===== config.mk =====
export PLATFORM = sky130hd
export DESIGN_NAME = cla_pipe
export DESIGN_NICKNAME = d
export VERILOG_FILES = /design/src/rtl/cla_pipe.sv
export SDC_FILE = /design/constraint.sdc
export NUM_CORES = 1
export LEC_CHECK = 0
export ABC_AREA = 1
export CORE_MARGIN = 10
export CORE_UTILIZATION = 54
export CTS_BUF_LIST = sky130_fd_sc_hd__clkbuf_2
export CTS_CLUSTER_SIZE = 30
export DETAILED_ROUTE_END_ITERATION = 16
export PLACE_DENSITY_LB_ADDON = 0.25
export SLEW_MARGIN = 25
export SYNTH_ARGS = -nofsm -noshare
export SYNTH_HDL_FRONTEND = slang
export SYNTH_SLANG_ARGS = --single-unit
export TNS_END_PERCENT = 1

===== constraint.sdc =====
create_clock -name clk -period 1.9 [get_ports clk]
set_input_delay 0.285 -clock clk [delete_from_list [all_inputs] [get_ports clk]]
set_output_delay 0.285 -clock clk [all_outputs]
set_load 0.02 [all_outputs]

===== src/rtl/cla_pipe.sv =====
// Pipelined carry-lookahead adder/subtractor, one SEG-bit slice per stage.
// Define CLA_PIPE_SAT_EN to clamp the sum to the signed range on overflow.
module cla_pipe #(
    parameter int W   = 32,
    parameter int SEG = 8
) (
    input  logic         clk,
    input  logic         rst_n,
    input  logic         in_valid,
    output logic         in_ready,
    input  logic [W-1:0] a,
    input  logic [W-1:0] b,
    input  logic         cin,
    input  logic         sub,
    output logic         out_valid,
    input  logic         out_ready,
    output logic [W-1:0] sum,
    output logic         cout,
    output logic         ovf
);

    localparam int S  = W / SEG;
    localparam int NG = SEG / 4;

    // SEG-bit two-level lookahead slice: returns {carry_out, sum}
    function automatic logic [SEG:0] seg_add(
        input logic [SEG-1:0] x,
        input logic [SEG-1:0] y,
        input logic           c
    );
        logic [SEG-1:0] g, p, cy;
        logic [NG-1:0]  gg, gp;
        logic [NG:0]    gc;
        logic           acc, prod;
        g = x & y;
        p = x | y;
        for (int j = 0; j < NG; j++) begin
            gg[j] = g[4*j+3]
                  | (p[4*j+3] & g[4*j+2])
                  | (p[4*j+3] & p[4*j+2] & g[4*j+1])
                  | (p[4*j+3] & p[4*j+2] & p[4*j+1] & g[4*j]);
            gp[j] = &p[4*j +: 4];
        end
        gc[0] = c;
        for (int j = 1; j <= NG; j++) begin
            acc  = 1'b0;
            prod = 1'b1;
            for (int i = j - 1; i >= 0; i--) begin
                acc  = acc | (prod & gg[i]);
                prod = prod & gp[i];
            end
            gc[j] = acc | (prod & c);
        end
        for (int j = 0; j < NG; j++) begin
            for (int m = 0; m < 4; m++) begin
                acc  = 1'b0;
                prod = 1'b1;
                for (int i = m - 1; i >= 0; i--) begin
                    acc  = acc | (prod & g[4*j+i]);
                    prod = prod & p[4*j+i];
                end
                cy[4*j+m] = acc | (prod & gc[j]);
            end
        end
        return {gc[NG], x ^ y ^ cy};
    endfunction

    logic [S-1:0]   v_q, v_d;
    logic [S-1:0]   c_q, c_d;
    logic [W-1:0]   a_q [S];
    logic [W-1:0]   a_d [S];
    logic [W-1:0]   b_q [S];
    logic [W-1:0]   b_d [S];
    logic [W-1:0]   s_q [S];
    logic [W-1:0]   s_d [S];
    logic [S-1:0]   adv;
    logic           rdy_chain;
    logic [SEG:0]   res [S];
    logic [W-1:0]   raw;

    // Advance chain: a stage moves when empty or when its successor moves
    always_comb begin
        adv       = '0;
        rdy_chain = out_ready;
        for (int k = S - 1; k >= 0; k--) begin
            rdy_chain = ~v_q[k] | rdy_chain;
            adv[k]    = rdy_chain;
        end
    end

    assign in_ready = adv[0];

    // Each stage adds its own segment from its registered carry-in
    always_comb begin
        for (int k = 0; k < S; k++) begin
            res[k] = seg_add(a_q[k][k*SEG +: SEG],
                             b_q[k][k*SEG +: SEG],
                             c_q[k]);
        end
    end

    // Next-state: load stage 0 from the inputs, shift the rest forward
    always_comb begin
        v_d = v_q;
        c_d = c_q;
        for (int k = 0; k < S; k++) begin
            a_d[k] = a_q[k];
            b_d[k] = b_q[k];
            s_d[k] = s_q[k];
        end
        if (adv[0]) begin
            v_d[0] = in_valid;
            a_d[0] = a;
            b_d[0] = sub ? ~b : b;
            c_d[0] = sub | cin;
            s_d[0] = '0;
        end
        for (int k = 1; k < S; k++) begin
            if (adv[k]) begin
                v_d[k] = v_q[k-1];
                a_d[k] = a_q[k-1];
                b_d[k] = b_q[k-1];
                c_d[k] = res[k-1][SEG];
                s_d[k] = s_q[k-1];
                s_d[k][(k-1)*SEG +: SEG] = res[k-1][SEG-1:0];
            end
        end
    end

    // Stage registers; reset empties the pipe and zeroes the datapath
    always_ff @(posedge clk or negedge rst_n) begin
        if (!rst_n) begin
            v_q <= '0;
            c_q <= '0;
            for (int k = 0; k < S; k++) begin
                a_q[k] <= '0;
                b_q[k] <= '0;
                s_q[k] <= '0;
            end
        end else begin
            v_q <= v_d;
            c_q <= c_d;
            for (int k = 0; k < S; k++) begin
                a_q[k] <= a_d[k];
                b_q[k] <= b_d[k];
                s_q[k] <= s_d[k];
            end
        end
    end

    // Result: last stage's slice merged with the completed lower segments
    always_comb begin
        raw                 = s_q[S-1];
        raw[W-1 -: SEG]     = res[S-1][SEG-1:0];
        cout                = res[S-1][SEG];
        ovf                 = a_q[S-1][W-1] ^ b_q[S-1][W-1]
                            ^ raw[W-1] ^ cout;
        out_valid           = v_q[S-1];
`ifdef CLA_PIPE_SAT_EN
        if (ovf)
            sum = a_q[S-1][W-1] ? {1'b1, {(W-1){1'b0}}}
                                : {1'b0, {(W-1){1'b1}}};
        else
            sum = raw;
`else
        sum = raw;
`endif
    end

endmodule


After elaboration in Yosys (flattened, before gate mapping)
Cells that the tools add are included.
{"block": "op_classes", "n_bitwise": 241, "add_sub_neg": 0, "shift": 0, "muxes": 1, "n_lt_le_gt_ge": 0, "multipliers": 0, "eq_ne": 0, "n_div": 0, "n_reduce_logical": 8}
{"cell": "1-bit bitwise AND", "n": 128}
{"cell": "1-bit OR", "n": 89}
{"cell": "8-bit bitwise XOR", "n": 8}
{"cell": "8-bit bitwise AND", "n": 4}
{"cell": "32-bit 2-to-1 mux", "n": 1}
{"cell": "32-bit NOT", "n": 1}
{"cell": "8-bit OR", "n": 4}
{"cell": "4-bit AND reduction", "n": 8}
{"cell": "1-bit NOT", "n": 4}
{"cell": "1-bit bitwise XOR", "n": 3}
{"block": "totals", "ram_bits": 0, "ff_bits": 312, "mem_count": 0, "in_bits": 70, "elab_cells": 269, "out_inout_bits": 36, "latch_bits": 0, "mem_bits_ro": 0}

Depth between registers and ports, before layout
Gate-level depths: netlist of run 1.
{"block": "logic_depth", "word_depth": 11, "depth_mapped": 12, "depth_no_buf": 12}

Worst setup path before layout of run 1
Ideal clock, no wire load.
{"block": "synth_path", "path_type": "flip-flop to output port", "start": "register a_q[26] (netlist bit)", "end": "output sum[29]", "setup_slack_ns": -0.004, "t_arrival_ns": 1.619, "n_path_buf": 1, "required_time_ns": 1.615, "path_stages_with_launch": 9, "path_cell_list": "dfrtp_1 ha_1 inv_1 nor2_1 nor2_1 nand4_1 fa_1 xor2_1 buf_4"}
{"item": "start, declared", "line": "70", "text": "logic [W-1:0] a_q [S];"}
{"item": "start signal, assigned by index", "line": "144", "text": "a_q[k] <= a_d[k];"}
{"item": "end, declared", "line": "17", "text": "output logic [W-1:0] sum,"}

Final worst setup path of run 1
{"block": "layout_path", "start": "register a_q[27] (netlist bit)", "end": "output sum[29]"}
{"block": "layout_between", "elab_chain_len": 9, "elab_cells_between_ends": 16, "cone_classes": "15 x bitwise; 1 x reduce/logical"}
{"item": "8-bit OR", "line": "36", "text": "p = x | y;"}
{"item": "1-bit bitwise AND, on equally long branches", "line": "39, 40, 41"}
{"item": "1-bit OR, or another cell as far along", "line": "39", "text": "| (p[4*j+3] & g[4*j+2])"}
{"item": "1-bit OR / 1-bit bitwise AND (equally long branches)", "line": "40, 41"}
{"item": "1-bit OR", "line": "41", "text": "| (p[4*j+3] & p[4*j+2] & p[4*j+1] & g[4*j]);"}
{"item": "1-bit OR *", "line": "52", "text": "gc[j] = acc | (prod & c);"}
{"item": "1-bit bitwise AND *", "line": "62", "text": "cy[4*j+m] = acc | (prod & gc[j]);"}
{"item": "1-bit OR *", "line": "62"}
{"item": "8-bit bitwise XOR *", "line": "65", "text": "return {gc[NG], x ^ y ^ cy};"}
Every way passes the cells marked *; elsewhere a longest branch is shown, timed or not.

==> reports/results.txt, run 1 <==
Status: complete, but fails checks
Violated checks: setup timing
Total track usage: 16.5%
Worst hold path startpoint: a[21]
Most frequent cells in the layout: nand2_1, dfrtp_1, inv_1
Net Sw Frac: 36.4%
Number of flops mapped to enable cells by yosys: 0
Nets@finish: 1481
FF-to-FF End: s_q[69]$_DFFE_PN0P_
R2r worst-path depth: 10
Critical path launch point type: flop
Rows: 51
Worst r2r src: b_q[96]$_DFFE_PN0P_
Grt ovf: 0
Critical path, cell by cell: buf_4 -> ha_2 -> nor2_2 -> nand4_1 -> buf_4 -> fa_2 -> xor2_1 -> buf_4
Vias in the first global route: 7791
Yosys cell types: 31
Placed Area: 11900 µm²
Clock sink count: 216
Initial Util: 54.6%
Synth area leaders: dfrtp_1, nand2_1, ha_1, inv_1, o21ai_0
Hold Path Depth: 3
Via/cell ratio: 4.66
Die H: 160 µm
Via Count: 7588
Final hold vios: 0
PnR worst setup slack: -0.994 ns
Worst hold path class: input port to flop
Crit Path Category: flop to output port
Power per standard cell area: 1120 nW/µm²
Synthesis Warnings: 0
CP delay by family, top: adder cells
Largest net degree at the start of global routing: 42
Combinational Power Share: 35.3%
Slew Limit Fails: 0
Area leader, netlist: dfrtp_1
Finished Layout Cells: 1630
Hold Crit Endpoint: a_q[117]$_DFFE_PN0P_
Required time of the worst setup path: 1.62 ns
Num CTS Buffers: 52
Die width: 160 µm
Critical path's slowest cell: dfrtp_1
Min Tclk post-route: 2.89 ns
Area growth from synthesis to layout: 18.5%
Share of cells above drive strength 1: 14.3%
Sequential area share after synthesis: 51.0%
PortBufs: 105
CP Max Fanout: 4
GPL Wtd Cong: 0.813
Most numerous cell on the critical path: buf_4
DIE AREA: 25600 µm²
Drt drc: 0
Mapped Nets: 1331
FILL cells: 1715
Setup crit end kind: output port
WP buf/inv: 3
Most common cell after layout, fill and taps aside: nand2_1
Worst hold margin: 0.0726 ns
Post-synth ARST share: 100%
Int Pwr: 8.95 mW
R2r setup slk: 0.17 ns
Fmax: 346 MHz
Max clock buf depth: 3
Measured slew at the worst slew-check pin: 0.367 ns
Dpl ws: -0.635 ns
NetSw: 5.11 mW
Placeable Area: 19400 µm²
Initial DRC count: 338
Clock Power Share: 19.7%
Worst-Skew Late Latency: 0.78 ns
Post-synthesis register bit count: 216
Critical path data arrival time: 2.61 ns
Final Util: 64.7%
Most used flip-flop cell after synthesis: dfrtp_1
VDD IR max: 409 µV
CTS tree: built
Slew HR: 75.4%
Synth Cell Area: 10600 µm²
Leak: 6.57 nW
Seq pwr share: 45.0%
Unrepaired setup endpoints after global routing: true
Top cell type's share of synthesized area: 51.0%
Placed Instances: 1528
Crit path launch: a_q[27]$_DFFE_PN0P_
Initial antenna violation count: 1
CTS clk-pin slew, worst paths: 0.09 ns
Post-Route WL: 20900 µm
Post-Syn Instances: 1189
Worst Clk Skew: 0.0550 ns
H-tree lvl count: 2
Final Instance Area: 12600 µm²
Final HPWL DP: 14800 µm
CTS root buffer: clkbuf_2
Syn avg cell area: 8.91 µm²
Initial DRT Pass Iterations: 5
First-pass GRT wire length: 35900 µm
Total of max-cap violations: 0
Period utilization: 152%
Num ports: 106
Final setup vio count: 11
Remaining antenna violation count: 0
Max stage delay on crit path: 0.40 ns
Routed WL per cell: 12.8 µm
==> final cells by class <==
class	instances	area (µm²)	share of cell area [%]
repair buffers	175	1670	13.3
multi-input cells	726	4110	32.7
clock buffers	71	355	2.83
inverters	168	631	5.02
well taps	265	332	2.64
clock inverters	8	56.3	0.448
flip-flops and latches	216	5410	43.0
diodes	1	2.50	0.0199
==> routing by layer <==
| layer | part of all wire (%) | track usage [%] | routed length, µm |
|---|---|---|---|
| met4 | 1.5 | 5.43 | 319 |
| met2 | 48 | 27.2 | 10100 |
| met1 | 45 | 20.7 | 9460 |
| met5 | 0 | 0 | 0 |
| met3 | 4.7 | 4.42 | 974 |
==> cells in the mapped netlist (14+ instances only) <==
master and instances:
buf_2 20, buf_4 33, clkbuf_1 16, dfrtp_1 216, ha_1 64, inv_1 165, nand2_1 345, nand3_1 25
nor2_1 36, o21ai_0 102, o21ai_1 46, o21ai_2 14, xor2_1 37
==> worst max path at each step <==
stage / slack [ns] / depth (start not counted) / to
floorplan: 0.003 / 7 / sum[28]
global placement: -0.59 / 8 / sum[29]
detailed placement: -0.63 / 8 / sum[29]
CTS: -1.07 / 9 / sum[29]
global route: -1.20 / 8 / sum[29]
finish: -0.99 / 8 / sum[29]
==> cells by family (layout without fill, tap and decap cells) <==
logic type | count (synthesis) | after routing | share of synthesized area [%]
and+or+nand+nor | 425 | 425 | 16.0
buffers and inverters | 247 | 422 | 10.8
other | 0 | 1 | 0
DFF | 216 | 216 | 51.0
adders and majority gates | 72 | 72 | 9.07
AOI/OAI and AO/OA | 184 | 184 | 9.44
xor gates and xnor gates | 45 | 45 | 3.72
==> sequential cells by signal (all words and copies together) (netlist names) <==
signal and count:
s_q 24, v_q 4, a_q 80, sum 24, c_q 4, b_q 80
==> repair_timing <==
| action | CTS | global route |
|---|---|---|
| hold buffers | 16 | 2 |
| endpoints found under the setup margin | 36 | 19 |
| gates resized for setup | 83 | 30 |
| hold endpoints to repair | 234 | 2 |
| buffers inserted | 2 | 2 |
| pin swaps | 6 | 9 |
==> power groups by stage <==
stage	registers [mW]	clock network [mW]	logic [mW]
after global routing	6.47	3.14	5.68
after global placement	6.36	0	4.91
after detailed placement	6.42	0	5.05
after CTS	6.32	2.90	4.95
final	6.32	2.77	4.97
after floorplan	6.28	0	3.64
==> through the flow <==
| stage | setup TNS [ns] | total power, mW |
|---|---|---|
| 6_report | -6.89 | 14.1 |
| 4_1_cts | -7.89 | 14.2 |
| 2_1_floorplan | 0 | 9.91 |
| 5_1_grt | -9.04 | 15.3 |
| 3_5_place_dp | -5.80 | 11.5 |
| 3_3_place_gp | -4.50 | 11.3 |
==> worst min-delay path: stages <==
cell and delay (ns):
clkdlybuf4s50_1 0.40, nand2_1 0.08, o21ai_2 0.05
No activity file was read; power rests on OpenSTA's default activity.
==> run 2, diff against run 1 <==
REMOVE_ABC_BUFFERS = 1   (was unset)
==> reports/results.txt, run 2 (synthesized netlist as in run 1, its figures left out) <==
Slew Limit Fails: 0 (unchanged)
Clock Power Share: 19.1% (-0.6 points)
Final Util: 65.2% (+0.46 points)
Drt drc: 0 (unchanged)
CTS tree: built
Num ports: 106 (unchanged)
Nets@finish: 1479 (-0.14%)
Worst r2r src: a_q[49]$_DFFE_PN0P_
Final setup vio count: 11 (unchanged)
Min Tclk post-route: 2.77 ns (-0.129 ns)
Int Pwr: 8.87 mW (-0.96%)
Measured slew at the worst slew-check pin: 0.425 ns (+0.0584 ns)
Final HPWL DP: 14700 µm (-0.49%)
Placed Area: 11900 µm² (-0.13%)
Via Count: 7626 (+0.50%)
Num CTS Buffers: 53 (+1.9%)
R2r worst-path depth: 8 (-2)
Crit Path Category: flop to output port
WP buf/inv: 2 (-1)
Most frequent cells in the layout: nand2_1, dfrtp_1, inv_1
FF-to-FF End: sum[21]$_DFFE_PN0P_
Initial DRT Pass Iterations: 4 (-1)
Final setup TNS: -6.81 ns (+0.0846 ns)
Critical path data arrival time: 2.48 ns (-0.13 ns)
Clock sink count: 216 (unchanged)
Routed WL per cell: 12.8 µm (-0.19%)
Worst hold margin: 0.0960 ns (+0.0234 ns)
GPL Wtd Cong: 0.835 (+2.7%)
Worst hold path class: input port to flop
Initial antenna violation count: 1 (unchanged)
PnR worst setup slack: -0.865 ns (+0.129 ns)
Fmax: 362 MHz (+4.7%)
CP Max Fanout: 4 (unchanged)
Period utilization: 146% (-6.8 points)
Combinational Power Share: 35.9% (+0.6 points)
Slew HR: 71.6% (-3.8 points)
Max stage delay on crit path: 0.49 ns (+0.09 ns)
Pwr Total: 14.1 mW (+0.30%)
Leak: 6.58 nW (+0.11%)
Initial DRC count: 235 (-30%)
DIE AREA: 25600 µm² (unchanged)
Placed Instances: 1521 (-0.46%)
Via/cell ratio: 4.67 (+0.38%)
Setup crit end: sum[28]
R2r setup slk: 0.12 ns (-0.05 ns)
Grt ovf: 0 (unchanged)
Share of cells above drive strength 1: 14.0% (-0.31 points)
Worst-Skew Late Latency: 0.77 ns (about the same)
Final hold vios: 0 (unchanged)
NetSw: 5.24 mW (+2.5%)
CTS root buffer: clkbuf_2
Critical Path Stages: 7 (-1)
Area growth from synthesis to layout: 19.4%
Biggest regs: a_q (80), b_q (80)
CTS clk-pin slew, worst paths: 0.09 ns (about the same)
Net Sw Frac: 37.2% (+0.80 points)
Most common cell after layout, fill and taps aside: nand2_1
Total track usage: 16.6% (+0.099 points)
Critical path launch point type: flop
CP delay by family, top: adder cells
Total of max-cap violations: 0 (unchanged)
First-pass GRT wire length: 36200 µm (+0.75%)
Remaining antenna violation count: 0 (unchanged)
Critical path's slowest cell: fa_2
VDD IR max: 444 µV (+8.6%)
Die width: 160 µm (unchanged)
Largest net degree at the start of global routing: 58 (+38%)
Required time of the worst setup path: 1.62 ns (about the same)
Finished Layout Cells: 1632 (+0.12%)
Final Instance Area: 12600 µm² (+0.72%)
Violated checks: setup timing
PortBufs: 105 (unchanged)
Initial Util: 54.6% (unchanged)
Worst hold path startpoint: a[11]
Placeable Area: 19400 µm² (unchanged)
H-tree lvl count: 2 (unchanged)
Max clock buf depth: 3 (unchanged)
Worst Clk Skew: 0.0550 ns (+0.0000391 ns)
Vias in the first global route: 7841 (+0.64%)
Rows: 51 (unchanged)
Status: complete, but fails checks
Critical path, cell by cell: inv_2 -> ha_4 -> nor2_4 -> nand3_2 -> nand4_1 -> fa_2 -> buf_6
Die H: 160 µm (unchanged)
Crit path launch: a_q[27]$_DFFE_PN0P_
Power per standard cell area: 1120 nW/µm² (-0.41%)
Seq pwr share: 45.0% (about the same)
Setup crit end kind: output port
Dpl ws: -0.623 ns (+0.0119 ns)
Hold Path Depth: 3 (unchanged)
Unrepaired setup endpoints after global routing: true
Post-Route WL: 20800 µm (about the same)
run 2: changes by cell type in the layout (fill, tap and decap cells not counted), sizes merged, moves of 2 or more:
cell and delta:
buf -7, clkbuf -3, clkdlybuf4s15 +3, clkinv +7, dlygate4sd2 -2, dlygate4sd3 +4
run 2: power groups by stage:
stage	combinational, mW	sequential, mW	clock, mW
after floorplan	2.71	6.59	0
after detailed placement	5.05	6.43	0
after CTS	4.94	6.34	2.82
after global placement	4.92	6.38	0
after global routing	5.76	6.49	3.07
final	5.07	6.34	2.70
run 2: repair_timing:
item	in CTS	in global routing
hold endpoints to repair	235	0
hold buffers	21	0
endpoints found under the setup margin	36	29
setup buffers	2	3
gates resized for setup	83	41
pin swaps	8	8
run 2: worst min-delay path by stage:
stage / end
after global routing: a_q[107]$_DFFE_PN0P_
after global placement: a_q[108]$_DFFE_PN0P_
after detailed placement: a_q[110]$_DFFE_PN0P_
after floorplan: a_q[100]$_DFFE_PN0P_
after CTS: a_q[116]$_DFFE_PN0P_
final: a_q[107]$_DFFE_PN0P_
run 2: tightest hold or removal path, cell delays in order:
cell and delay, ns:
clkdlybuf4s50_1 0.39, nand2_1 0.06, o21ai_1 0.05
run 2: per-layer routing:
metal	part of all wire [%]	GRT usage (%)	vias to the layer above
met5	0	0	-
met4	2.0	5.55	0
met3	4.3	3.68	37
met2	51	29.0	131
met1	43	19.9	3521
li1	-	-	3937
run 2: cell type report:
class                      count  area (µm²)
tap                          265         332
clock buffer                  69         345
antenna                        1        2.50
sequential                   216        5410
multi-input combinational    726        4180
fill                        1653        6750
inverter                     168         634
clock inverter                15        58.8
timing repair buffer         172        1690
